--- config.mk ---
export PLATFORM = sky130hd
export DESIGN_NAME = bram_block_scheduler
export DESIGN_NICKNAME = d
export VERILOG_FILES = /design/src/rtl/bram_sched_pkg.sv /design/src/rtl/bram_block_len_table.sv /design/src/rtl/bram_block_scheduler.sv
export SDC_FILE = /design/constraint.sdc
export NUM_CORES = 1
export LEC_CHECK = 0
export BUFFER_PORTS_ARGS = -buffer_cell sky130_fd_sc_hd__buf_4
export CORE_AREA = 5 5 417 419
export DETAILED_ROUTE_END_ITERATION = 10
export DIE_AREA = 0 0 422 424
export PLACE_DENSITY_LB_ADDON = 0.1
export SLEW_MARGIN = 5
export SYNTH_ARGS = -nofsm -noshare
export SYNTH_HDL_FRONTEND = slang
export SYNTH_SLANG_ARGS = --single-unit
--- constraint.sdc ---
create_clock -name clk -period 9.1 [get_ports clk]
set_input_delay 0.91 -clock clk [delete_from_list [all_inputs] [get_ports clk]]
set_output_delay 0.91 -clock clk [all_outputs]
set_load 0.03 [all_outputs]
--- src/rtl/bram_sched_pkg.sv ---
// bram_sched_pkg
// Shared definitions for the block-organised BRAM ring scheduler.
//   - Default geometry (block count / words per block / word width).
//   - Derived sizes: BLOCK_INDEX (BRAM address width), BLOCK_SIZE (words per block).
//   - Reader FSM state encoding.
//   - Helpers so modules with non-default geometry derive the same widths.
package bram_sched_pkg;

    localparam int unsigned DEF_BLOCK_NUM_INDEX   = 6;
    localparam int unsigned DEF_BLOCK_DEPTH_INDEX = 9;
    localparam int unsigned DEF_BLOCK_WIDTH       = 256;

    // Full BRAM address is {block, word}.
    localparam int unsigned BLOCK_INDEX = DEF_BLOCK_NUM_INDEX + DEF_BLOCK_DEPTH_INDEX;
    localparam int unsigned BLOCK_SIZE  = 2 ** DEF_BLOCK_DEPTH_INDEX;

    // Block length ranges 1..2**DEPTH, so it needs one bit more than a word index.
    localparam int unsigned LEN_WIDTH = DEF_BLOCK_DEPTH_INDEX + 1;

    typedef enum logic [0:0] {
        RdIdle,
        RdStream
    } rd_state_e;

    function automatic int unsigned block_index(input int unsigned num_index,
                                                input int unsigned depth_index);
        return num_index + depth_index;
    endfunction

    function automatic int unsigned len_width(input int unsigned depth_index);
        return depth_index + 1;
    endfunction

endpackage

--- src/rtl/bram_block_len_table.sv ---
// bram_block_len_table
// Per-block committed-length register file: 2**NumIndex entries of LenWidth bits.
// Ports:
//   clk_i    clock, rising edge
//   we_i     write enable (block commit)
//   waddr_i  block being committed
//   wdata_i  committed length (1..2**DEPTH)
//   raddr_i  block the reader is about to drain
//   rdata_o  combinational read of raddr_i
// Contents are not reset: an entry is always written before its block is readable.
module bram_block_len_table
    import bram_sched_pkg::*;
#(
    parameter int unsigned NumIndex = DEF_BLOCK_NUM_INDEX,
    parameter int unsigned LenWidth = len_width(DEF_BLOCK_DEPTH_INDEX)
) (
    input  logic                clk_i,
    input  logic                we_i,
    input  logic [NumIndex-1:0] waddr_i,
    input  logic [LenWidth-1:0] wdata_i,
    input  logic [NumIndex-1:0] raddr_i,
    output logic [LenWidth-1:0] rdata_o
);

    logic [LenWidth-1:0] len_q [2**NumIndex];

    always_ff @(posedge clk_i) begin
        if (we_i) begin
            len_q[waddr_i] <= wdata_i;
        end
    end

    assign rdata_o = len_q[raddr_i];

endmodule

--- src/rtl/bram_block_scheduler.sv ---
// bram_block_scheduler
// Ring-buffer controller for a block-organised BRAM. The producer side packs one
// window per block (closing on in_last or on the final slot); the consumer side
// drains committed blocks in FIFO order as framed word streams.
// Ports:
//   clk, rst                      clock and synchronous active-high reset
//   in_valid/in_ready/in_data     producer word handshake
//   in_last                       close current block after this word
//   out_valid/out_ready/out_data  consumer word handshake (out_data = bram_rdata)
//   out_last                      final word of the block being drained
//   out_block                     index of the block being drained
//   used_blocks                   committed, not yet released block count
//   bram_wen/bram_wdata/bram_waddr  BRAM write port, address {wr_blk, wr_word}
//   bram_raddr/bram_rdata         BRAM combinational read port, address {rd_blk, rd_word}
module bram_block_scheduler
    import bram_sched_pkg::*;
#(
    parameter int unsigned BLOCK_NUM_INDEX   = DEF_BLOCK_NUM_INDEX,
    parameter int unsigned BLOCK_DEPTH_INDEX = DEF_BLOCK_DEPTH_INDEX,
    parameter int unsigned BLOCK_WIDTH       = DEF_BLOCK_WIDTH
) (
    input  logic                                         clk,
    input  logic                                         rst,
    input  logic                                         in_valid,
    output logic                                         in_ready,
    input  logic [BLOCK_WIDTH-1:0]                       in_data,
    input  logic                                         in_last,
    output logic                                         out_valid,
    input  logic                                         out_ready,
    output logic [BLOCK_WIDTH-1:0]                       out_data,
    output logic                                         out_last,
    output logic [BLOCK_NUM_INDEX-1:0]                   out_block,
    output logic [BLOCK_NUM_INDEX:0]                     used_blocks,
    output logic                                         bram_wen,
    output logic [BLOCK_WIDTH-1:0]                       bram_wdata,
    output logic [block_index(BLOCK_NUM_INDEX, BLOCK_DEPTH_INDEX)-1:0] bram_waddr,
    output logic [block_index(BLOCK_NUM_INDEX, BLOCK_DEPTH_INDEX)-1:0] bram_raddr,
    input  logic [BLOCK_WIDTH-1:0]                       bram_rdata
);

    localparam int unsigned NumW = BLOCK_NUM_INDEX;
    localparam int unsigned DepW = BLOCK_DEPTH_INDEX;
    localparam int unsigned LenW = len_width(BLOCK_DEPTH_INDEX);
    localparam int unsigned CntW = BLOCK_NUM_INDEX + 1;

    localparam logic [CntW-1:0] NumBlocks = {1'b1, {NumW{1'b0}}};
    localparam logic [DepW-1:0] LastWord  = '1;

    // Write side
    logic [NumW-1:0] wr_blk_q;
    logic [DepW-1:0] wr_word_q;
    logic            accept;
    logic            commit;
    logic [LenW-1:0] commit_len;

    // Read side
    rd_state_e       state_q;
    logic [NumW-1:0] rd_blk_q;
    logic [DepW-1:0] rd_word_q;
    logic [LenW-1:0] rd_len_q;
    logic [LenW-1:0] tbl_rdata;
    logic            out_valid_q;
    logic            last_word;
    logic            release_blk;

    logic [CntW-1:0] used_q;

    // Ring invariant: wr_blk_q is free exactly when the ring is not full.
    assign in_ready   = (used_q < NumBlocks);
    assign accept     = in_valid & in_ready;
    // in_last on the final slot is one commit, not two.
    assign commit     = accept & (in_last | (wr_word_q == LastWord));
    assign commit_len = {1'b0, wr_word_q} + LenW'(1);

    assign bram_wen   = accept;
    assign bram_wdata = in_data;
    assign bram_waddr = {wr_blk_q, wr_word_q};

    always_ff @(posedge clk) begin
        if (rst) begin
            wr_blk_q  <= '0;
            wr_word_q <= '0;
        end else if (accept) begin
            if (commit) begin
                wr_blk_q  <= wr_blk_q + NumW'(1);
                wr_word_q <= '0;
            end else begin
                wr_word_q <= wr_word_q + DepW'(1);
            end
        end
    end

    bram_block_len_table #(
        .NumIndex (NumW),
        .LenWidth (LenW)
    ) u_len_table (
        .clk_i   (clk),
        .we_i    (commit),
        .waddr_i (wr_blk_q),
        .wdata_i (commit_len),
        .raddr_i (rd_blk_q),
        .rdata_o (tbl_rdata)
    );

    assign last_word   = out_valid_q & ({1'b0, rd_word_q} == (rd_len_q - LenW'(1)));
    assign release_blk = out_valid_q & out_ready & last_word;

    // Reader FSM: out_valid is registered and is high exactly in RdStream.
    always_ff @(posedge clk) begin
        if (rst) begin
            state_q     <= RdIdle;
            rd_blk_q    <= '0;
            rd_word_q   <= '0;
            rd_len_q    <= '0;
            out_valid_q <= 1'b0;
        end else begin
            unique case (state_q)
                RdIdle: begin
                    if (used_q != '0) begin
                        rd_word_q   <= '0;
                        rd_len_q    <= tbl_rdata;
                        out_valid_q <= 1'b1;
                        state_q     <= RdStream;
                    end
                end
                RdStream: begin
                    if (out_ready) begin
                        if (last_word) begin
                            rd_blk_q    <= rd_blk_q + NumW'(1);
                            out_valid_q <= 1'b0;
                            state_q     <= RdIdle;
                        end else begin
                            rd_word_q <= rd_word_q + DepW'(1);
                        end
                    end
                end
                default: begin
                    out_valid_q <= 1'b0;
                    state_q     <= RdIdle;
                end
            endcase
        end
    end

    // Commit and release on the same edge cancel out.
    always_ff @(posedge clk) begin
        if (rst) begin
            used_q <= '0;
        end else begin
            unique case ({commit, release_blk})
                2'b10:   used_q <= used_q + CntW'(1);
                2'b01:   used_q <= used_q - CntW'(1);
                default: used_q <= used_q;
            endcase
        end
    end

    assign out_valid   = out_valid_q;
    assign out_last    = last_word;
    assign out_data    = bram_rdata;
    assign out_block   = rd_blk_q;
    assign bram_raddr  = {rd_blk_q, rd_word_q};
    assign used_blocks = used_q;

endmodule

==> metrics <==
status complete, no violations; Worst Hold Class reg -> reg; Final Setup Violations 0; routed wl met2 87,900 um; final wirelength 234,000 um; cts repair resizes 0; Seq pwr share 49.7%; R2R Setup Slk 3.99 ns; Post-Synthesis Cells 1,907; P&R area growth vs syn 6.87%; Antenna Violating Nets Remaining 0; min cycle time layout 5.11 ns; Hold-fix buffers, CTS 0; largest net degree at the start of global routing 93; Synth Cell Area 31,200 um2; RSZ-0062 raised after global routing false; initial antenna violation count 2; Top cell by count, worst path nor2_1; WP data required 9.39 ns; Initial Util 18.3%; Synth Register Bits 689; post-synth cell types 55; Synth Net Count 2,437; TNS Setup 0 ns; Critical Path Max Stage Delay 1.17 ns; total die area 179,000 um2; Crit. End Element flip-flop; average size of a mapped cell 16.4 um2; Switching Fraction 22.0%; Final #Nets 2,027; GPL Wtd Cong 0.892; Post-synth ARST share 0%; Buf/Inv on CP 1; DRC viols 0; CP Data Arrival Time 5.39 ns; CTS Buf Count 85; Fillers 17,900; total of max-cap violations 0; Clk pwr share 48.6%; Die H 424 um; DR top layer met5; Clk Latency, worst-skew pair 0.69 ns; floorplan row count 152; critical path type reg -> reg; Worst Tran Pin Value 1.34 ns; Hold Violations, Final 0; H-tree depth 3; CTS tree built; Congestion Overflow GR 0; hold_ws 0.490 ns; number of global-route vias before repair 15,900; vias per cell 4.27; Yosys warnings 0; final design utilization 19.6%; Clock Path Buffers 3; Pint 5.40 mW; CP startpoint kind flip-flop; final worst-path cycle share 56.1%; Layout Skew 0.0252 ns; Vias 16,200; top_reg_cell synth edfxtp_1; Core ar. 170,000 um2; register area share after synthesis 64.8%; top post-synthesis cells by area edfxtp_1 62%, mux4_2 13%, buf_4 12%; Max Freq 0.196 GHz; Power per Cell Area 208 nW/um2; Detailed Place HPWL 194,000 um; Crit Path Max Fanout 10; Rel. slew slack 10.4%; Tot Pwr 6.93 mW; Pre-Repair DR Iteration Count 5; first-pass GRT wire length 273,000 um; post-CTS setup buffer count 0; max-slew violations 0; PortBufs 51; Largest delay share family, worst path simple AND/OR/NAND/NOR gates; share of Yosys cell area claimed by the top area cell type 61.6%; leakage 10.6 nW; met1 WL 59,100 um; combinational share of power 1.6%; DRT iter0 DRCs 1,365; Tot GR Track Use 25.3%; worst path cell trace ha_2 -> and3_1 -> and3_1 -> and3_1 -> ha_2 -> nor2_1 -> nor2_1 -> inv_1 -> nor2_1 -> nand2_1 -> nor2_1; clock tree sinks 689; NetSw 1.52 mW; met3 wire len 77,400 um; number of flops mapped to enable cells by yosys 640; share of cells above drive strength 1 26.6%; CP max-delay cell nor2_1; Clock transition at path regs 0.06 ns; die width 422 um; wire length per cell 61.6 um; clock tree root driver cell clkbuf_16; Peak VDD IR 0.141 mV; post-synth top area cell edfxtp_1; Ports 1,076
==> power by group through the flow <==
stage | registers, mW | clock network [mW] | logic [mW]
finish | 3.45 | 3.37 | 0.113
global route | 3.44 | 3.56 | 0.122
CTS | 3.45 | 3.44 | 0.115
detailed placement | 3.51 | 0 | 0.114
global placement | 3.51 | 0 | 0.115
floorplan | 3.51 | 0 | 0.486
==> worst reg2reg max path, delay by kind of cell (launching register included) <==
| kind | cells | cell delay (ns) |
|---|---|---|
| adder cells (fa/ha/maj) | 2 | 0.44 |
| buffers and inverters | 1 | 0.31 |
| AND/OR/NAND/NOR | 8 | 3.55 |
| flip-flops | 1 | 0.40 |
==> path summary, 6_finish.rpt <==
kind,startpoint,endpoint,cells past startpoint
setup / recovery,wr_word_q[0],u_len_table.len_q[52][2],11
setup reg to reg,wr_word_q[0],u_len_table.len_q[52][2],11
hold reg to reg,rd_len_q[8],rd_len_q[8],2
hold / removal,rd_len_q[8],rd_len_q[8],2
==> metal layers <==
layer	up-vias	global-route usage, %
li1	5925	-
met1	8164	18.7
met2	1888	32.5
met3	200	39.9
met4	54	5.81
met5	-	17.1
==> layout by cell type (no fill, tap or decap), types with 6 or more instances in the layout <==
master     netlist  layout
dfxtp_1         49      45
a31oi_1         10      10
nand2_1         31      31
a211oi_1        10      10
nor2b_1         17      17
mux4_2         180     180
and3_1          13      12
clkbuf_16        0      89
a22oi_1         28      28
nand3_1         35      35
xor2_1          18      12
xor2_4           0       6
or3_1            8       8
mux2i_1         35      35
buf_4          518      94
nor3_1           9       9
bufinv_16        0       6
clkinv_2         0      17
clkbuf_1        42      15
a21oi_1         22      22
inv_1            8       7
xnor2_1          9       9
edfxtp_1       640     640
clkinv_1         0      20
nor2_1         114     113
ha_1            12      10
nand4_1          6       6
o21ai_0          8       8
==> state kept, by name, summed over array words and instances (netlist names) <==
register and count:
out_block 6, out_valid 1, rd_len_q 10, rd_word_q 9, state_q 1, u_len_table.len_q 640
used_blocks 7, wr_blk_q 6, wr_word_q 9
==> per-stage QoR <==
stage | instances | instance area (um2) | setup slack, ns
2_1_floorplan | 1907 | 31200 | 5.08
3_3_place_gp | 3643 | 30700 | 4.22
3_5_place_dp | 3643 | 30700 | 4.02
4_1_cts | 3795 | 33300 | 3.97
5_1_grt | 3795 | 33300 | 3.74
6_report | 3797 | 33300 | 3.99
==> synthesized netlist by cell type (3+ instances only) <==
master	n
nand2_1	31
buf_2	16
nand3b_1	4
o21bai_1	3
dfxtp_1	49
a22oi_1	28
edfxtp_1	640
o211ai_1	4
nor2_1	114
a211oi_1	10
mux4_2	180
or3_1	8
xor2_1	18
inv_1	8
nor3b_1	3
buf_4	518
o21ai_0	8
a31oi_1	10
a31o_1	3
nor2b_1	17
nand3_1	35
o31ai_1	3
and3_1	13
xnor2_1	9
clkbuf_1	42
mux2i_1	35
buf_1	16
nand4_1	6
nor3_1	9
a21oi_1	22
or4_1	4
ha_1	12
==> cells by family (layout without fill, tap and decap cells) <==
group                      Yosys count  count (layout)  share of synthesized area, %
DFF                                689             689                          64.8
buffers and inverters              601             256                          13.6
and+or+nand+nor                    257             257                          3.95
muxes                              215             215                          14.1
AOI/OAI and AO/OA                  105             105                          2.31
xor gates and xnor gates            27              27                         0.758
adders and majority gates           13              13                         0.545
other                                0               2                             0
==> cell type report <==
| cell class | instances | area (um2) | area share (%) |
|---|---|---|---|
| tap | 2233 | 2790 | 8.38 |
| timing repair buffer | 96 | 746 | 2.24 |
| sequential | 689 | 20200 | 60.6 |
| clock inverter | 48 | 380 | 1.14 |
| multi-input combinational | 617 | 6890 | 20.7 |
| inverter | 8 | 30.0 | 0.0901 |
| antenna | 2 | 5.00 | 0.0150 |
| clock buffer | 104 | 2280 | 6.85 |
(Power assumes the default switching activity.)
